$ cat src/rtl/chs_ramp_controller.sv
// chs_ramp_controller: ramps cooler/heater power toward a popcount target, draining to zero before any mode change
module chs_ramp_controller #(
  parameter int unsigned TICK_DIV = 4
) (
  input  logic       clk,
  input  logic       rst_n,
  input  logic       conf_valid,
  input  logic [7:0] conf_data,
  output logic       conf_ready,
  output logic [3:0] act_power,
  output logic       act_mode,
  output logic       busy,
  output logic       done
);
  typedef enum logic [1:0] {IDLE, RAMP, DRAIN, HOLD} state_t;
  state_t state, state_n;
  logic [7:0] tick, tick_n;
  logic [3:0] tgt_power, tgt_power_n, power_n, pop, ramp_val;
  logic tgt_mode, tgt_mode_n, mode_n, done_n, accept, step;
  assign conf_ready = state == IDLE || state == HOLD;
  assign busy = state == RAMP || state == DRAIN;
  assign accept = conf_valid && conf_ready;
  assign step = tick == 8'(TICK_DIV - 1);
  assign pop = 4'($countones(conf_data));
  assign ramp_val = tgt_power > act_power ? act_power + 4'd1 : act_power - 4'd1;
  always_comb begin
    state_n = state;
    power_n = act_power;
    mode_n = act_mode;
    tgt_power_n = tgt_power;
    tgt_mode_n = tgt_mode;
    tick_n = 8'd0;
    done_n = 1'b0;
    if (accept) begin
      tgt_power_n = pop;
      tgt_mode_n = conf_data[0];
      if (conf_data[0] != act_mode && act_power != 4'd0) begin
        state_n = DRAIN;
      end else begin
        // mode may only change here because power is already zero
        mode_n = conf_data[0];
        if (pop == act_power) begin
          state_n = pop == 4'd0 ? IDLE : HOLD;
          done_n = 1'b1;
        end else begin
          state_n = RAMP;
        end
      end
    end else if (busy) begin
      tick_n = step ? 8'd0 : tick + 8'd1;
      if (step && state == DRAIN) begin
        power_n = act_power - 4'd1;
        if (act_power == 4'd1) begin
          mode_n = tgt_mode;
          state_n = tgt_power == 4'd0 ? IDLE : RAMP;
          done_n = tgt_power == 4'd0;
        end
      end else if (step) begin
        power_n = ramp_val;
        if (ramp_val == tgt_power) begin
          state_n = tgt_power == 4'd0 ? IDLE : HOLD;
          done_n = 1'b1;
        end
      end
    end
  end
  always_ff @(posedge clk or negedge rst_n) begin
    if (!rst_n) begin
      state <= IDLE;
      tick <= 8'd0;
      act_power <= 4'd0;
      act_mode <= 1'b0;
      tgt_power <= 4'd0;
      tgt_mode <= 1'b0;
      done <= 1'b0;
    end else begin
      state <= state_n;
      tick <= tick_n;
      act_power <= power_n;
      act_mode <= mode_n;
      tgt_power <= tgt_power_n;
      tgt_mode <= tgt_mode_n;
      done <= done_n;
    end
  end
endmodule

$ cat config.mk
export PLATFORM = sky130hd
export DESIGN_NAME = chs_ramp_controller
export DESIGN_NICKNAME = d
export VERILOG_FILES = /design/src/rtl/chs_ramp_controller.sv
export SDC_FILE = /design/constraint.sdc
export NUM_CORES = 1
export LEC_CHECK = 0
export BUFFER_PORTS_ARGS = -buffer_cell sky130_fd_sc_hd__buf_4
export CAP_MARGIN = 0
export CORE_UTILIZATION = 52
export DETAILED_ROUTE_END_ITERATION = 8
export PLACE_DENSITY = 0.75
export REMOVE_ABC_BUFFERS = 1
export SLEW_MARGIN = 15
export SYNTH_ARGS = -nofsm -noshare
export SYNTH_HDL_FRONTEND = slang
export SYNTH_SLANG_ARGS = --single-unit
$ cat constraint.sdc
create_clock -name clk -period 2.7 [get_ports clk]
set_input_delay 0.54 -clock clk [delete_from_list [all_inputs] [get_ports clk]]
set_output_delay 0.54 -clock clk [all_outputs]
set_load 0.03 [all_outputs]
### After elaboration in Yosys (flattened, before gate mapping)

Index checks and enable logic that the tools add are counted.

* register bits: 21
* bits of input ports: 11
* output and inout port bits: 8
* logic and storage cells: 77

* add/sub/neg operators: 10
* order comparisons: 1
* equal/unequal tests: 10
* multiplexer cells: 30
* bitwise gates (word level): 1
* reductions and logical operators: 18

Operators with widths (number)
* 8-bit 2-to-1 mux: 3
* 2-bit 2-to-1 mux: 10
* 1-bit 2-to-1 mux: 14
* 4-bit 2-to-1 mux: 3
* 1-bit by 1-bit adder with 2-bit output: 4
* 8-bit by 1-bit adder with 8-bit output (second input constant): 1
* 4-bit == test: 2
* 8-bit by 2-bit == test with 1-bit output (second input constant): 1
* 4-bit zero test: 2
* 4-bit AND reduction: 2
* 2-bit nonzero test: 4
* 2-bit by 2-bit adder with 3-bit output: 2
* 3-bit nonzero test: 2
* 3-bit by 3-bit adder with 4-bit output: 1
* 4-bit by 1-bit adder with 4-bit output (second input constant): 1
* 2-bit == test (second input constant): 2
* 4-bit by 1-bit == test with 1-bit output (second input constant): 1
* 4-bit greater-than comparator: 1
* 4-bit nonzero test: 1
* 4-bit by 1-bit subtractor with 4-bit output (second input constant): 1
* 1-bit logical AND: 3
* 3-bit by 2-bit inequality test with 1-bit output (second input constant): 1
* 3-bit AND reduction: 1
* 2-bit by 1-bit == test with 1-bit output (second input constant): 1
* other kinds (5): 6

### Logic depth before layout (Yosys ltp)

* word-level depth: 8
* gate-level depth with buffers: 14
* depth with buffers taken out: 14

### Least setup slack after synthesis

OpenSTA, ideal clock, no wires.

* kind: input port to flip-flop
* start point: input port conf_data[0]
* end point: register state[1]
* setup time: 94 ps
* arrival: 3472 ps
* required time: 2606 ps
* path slack: -866 ps
* stages: 14
* buffers on the path: 0
* cell sequence: fa_1 inv_1 fa_1 fa_1 inv_1 ha_1 inv_1 fa_1 xnor2_1 nor3_1 a31o_2 nand2_1 o21ba_2 a211oi_1

* word-level cells in the longest chain between the ends: 8
* elaborated cells between the ends (all ways): 11
* classes of those cells: add/sub (3); eq/ne (2); mux (4); reduce/logical (2)

Ends and longest elaborated chain
* start, declared: line 8 `input logic [7:0] conf_data,`
* 1-bit by 1-bit adder with 2-bit output (not written as such): line 24 `assign pop = 4'($countones(conf_data));`
* 2-bit by 2-bit adder with 3-bit output (not written as such): line 24
* 3-bit by 3-bit adder with 4-bit output (not written as such): line 24
* 4-bit zero test: line 43 `state_n = pop == 4'd0 ? IDLE : HOLD;`
* 2-bit 2-to-1 mux: line 43
* 2-bit 2-to-1 mux: line 42 `if (pop == act_power) begin`
* 2-bit 2-to-1 mux (*): line 37 `if (conf_data[0] != act_mode && act_power != 4'd0) begin`
* 2-bit 2-to-1 mux (*): line 34 `if (accept) begin`
* end signal, assigned: line 77 `state <= state_n;`
* end, declared: line 16 `state_t state, state_n;`

Mark *: on every way between the ends. The rest lies on a longest branch, timed or not.
A chain may end at the register's enable or synchronous reset.

### Final worst setup path

Same ends and word-level chain as after synthesis.

==> results.toml <==
[route]
vias = 1328
drc = 0
drt-total-wl_um = 3340
viasPerCell = 5.80
detail-route-antenna-nets = 0
wl_per_cell_um = 14.6
firstDrtPassIters = 4
drt_iter0_drc = 62

[logic_synthesis]
synth_top_cell_by_area = "dfrtp_1"
ys_types = 44
synth_top_area_share_pct = 33.2
synth_edf_count = 0
yosysWarningCount = 0
synth.most_common_cell = "dfrtp_1"
synth.area.top_cells = "dfrtp_1 (33%), ha_1 (10%), xor2_1 (6.1%), xnor2_1 (5.5%), fa_1 (5.1%)"
ys_seq_elements = 21
async_flop_share_pct = 100
yosys-top-cells-count = "dfrtp_1 (21), inv_1 (19), ha_1 (13), nor2_1 (13), xor2_1 (11)"
syn-cell-area_um2 = 1580
yosysSeqAreaShare_pct = 33.2
synth_top_flop_cell = "dfrtp_1"
synthCells = 167
avgSynthCellArea_um2 = 9.48

[layout]
stdcell_area_um2 = 1940
drive_gt1_share_pct = 30.8
multi_input_area_um2 = 1030
fill_cells = 214
final-seq-area_um2 = 526
fin_util_pct = 68.5
diodes = 0
syn2layout_area_growth_pct = 22.4
nets = 227
layoutNonFillerInstCount = 229

[worst_setup_path]
r2r_slack_ns = 0.19
startpoint = "conf_data[0]"
critical_path_buf_inv_count = 4
cpMaxStageDelayCell = "fa_1"
cp.depth = 14
required_ns = 2.93
path_common_cell = "fa_1"
reg2regPathDepth = 6
endpoint_kind = "register"
worstSetupStartpointType = "primary input"
worstSetupEndpoint = "state[1]"
worstPathMaxFanout = 3
cpPeakStageDelay_ns = 0.52
crit_chain = "buf_6 -> fa_1 -> inv_1 -> fa_1 -> fa_1 -> inv_2 -> ha_4 -> inv_2 -> fa_2 -> xnor2_1 -> nor2_1 -> nand2_2 -> o21ba_2 -> a211oi_2"
critPathTopFamily = "adder cells"
arrival_ns = 3.68
regToRegEndpoint = "act_power[3]"
r2r-start = "tick[4]"
path_class = "in2reg"

[pwr]
p_leak_nw = 0.971
vdd_drop_max_mv = 0.221
cellPowerDensity_nw_per_um2 = 370
p_total_mw = 0.717

[die]
initial_core_util_pct = 55.9
dieArea_um2 = 3270
core-area_um2 = 2830
die_w_um = 57.2
placementRows = 19
io_pins = 19
die_height_um = 57.2

[place]
placed_cells = 222
dp_hpwl_um = 2570
dp_slack_ns = -1.20
place_congestion = 0.845
placed_cell_area_um2 = 1820
numPortBuffers = 18

[run]
drv_cap = 0

[timing]
maxSlewViolCount = 0
hold_viol_final = 0
worst_pin_slew_ns = 0.552
tns_ns = -2.50
fin_skew_ns = 0.00374
finalSetupViolations = 5
setup_slack_ns = -0.753
fin_crit_ns = 3.45
hold_ws_ns = 0.0884
slew_headroom_pct = 62.7
post-route-period-util_pct = 128
fmax_mhz = 290
rsz0062_at_grt = "true"

[clocking]
cts.path.max_buffers = 2
clock_sinks = 21
clk_pin_slew_worst_paths_ns = 0.12
numCtsBuffers = 3
ctsHoldBuffers = 0
clock_latency_ns = 0.31
cts_tree = "yes"
h-tree-depth = 1
clockRootBuffer = "clkbuf_4"

[global_route]
antenna_found_initial = 0
grt-ovfl-total = 0
grt_pass1_vias = 1286
track_usage_pct = 22.3
grt_max_degree = 22
grt_pass1_wl_um = 5590

[status]
violations = "negative setup slack"
outcome = "finished with violations"

[hold_path]
hp-class = "in2async"
-- flip-flops by register name, indices dropped and copies added (netlist names) --
signal and flops:
tick 8, act_power 4, tgt_power 4, state 2, act_mode 1, done 1
tgt_mode 1
-- layer usage --
metal	up-vias	track usage (%)	routed length, µm
met1	644	29.9	1520
met2	33	36.5	1600
met3	11	3.17	134
met5	-	0	0
li1	640	-	-
met4	0	9.41	80
-- what timing repair did --
item / in CTS / in global routing
pin swaps: 1 / 0
gates resized for setup: 15 / 3
endpoints found under the setup margin: 6 / 7
buffers inserted: 3 / 0
-- worst register-to-register path, delay by kind of cell (launching register included) --
family           cells  cell delay, ns
AND/OR/NAND/NOR      4            1.69
AO/OA/AOI/OAI        1            0.18
XOR/XNOR             1            0.14
flip-flops           1            0.43
-- report_power, final --
group / leakage, nW / internal, mW / switching [mW]
clock: 0.0177 / 0.0553 / 0.100
combinational: 0.674 / 0.135 / 0.112
sequential: 0.279 / 0.314 / 0
-- layout make-up --
type,instances,area share (%)
Clock inverter,1,0.258
Timing Repair Buffer,31,12.6
Tap cell,31,2.00
Sequential cell,21,27.1
Clock buffer,3,1.16
Inverter,19,3.68
Multi-Input combinational cell,123,53.2
-- placed cells by master (no fill, tap or decap), types with 2 or more instances in the layout --
cell,Yosys,final
nand2_2,1,2
dfrtp_1,21,21
o21ai_0,3,3
nand2_1,8,7
nand3_1,6,6
buf_6,0,3
and3_1,2,2
a31oi_1,2,2
inv_1,19,17
or4_4,3,3
mux2_2,2,2
nor2_1,13,13
clkbuf_4,0,3
fa_1,4,3
o21ba_2,2,2
buf_4,0,28
ha_1,13,12
nor4_1,2,2
nand2b_1,2,2
inv_2,0,2
xor2_1,11,11
a21oi_1,7,6
nand4_1,2,2
mux2i_1,2,2
xnor2_1,10,9
a41o_1,2,2
nor3_1,4,4
a21oi_2,1,2
-- logic make-up (layout without fill, tap and decap cells) --
logic type,count (synthesis),count (layout),synth area share [%]
AOI/OAI and AO/OA,28,28,12.8
xor gates and xnor gates,21,21,11.6
muxes,5,5,3.40
adders and majority gates,17,17,15.3
and+or+nand+nor,52,52,18.1
DFF,21,21,33.2
buffers and inverters,23,54,5.53
-- worst min-delay path by stage --
| stage | from | slack [ns] | end |
|---|---|---|---|
| after CTS | rst_n | 0.09 | tick[6] |
| after global routing | rst_n | 0.08 | tick[5] |
| after global placement | rst_n | 0.43 | tick[6] |
| after floorplan | rst_n | 0.24 | act_mode |
| final | rst_n | 0.09 | tick[5] |
| after detailed placement | rst_n | 0.44 | tick[6] |
No activity file was read; power rests on OpenSTA's default activity.
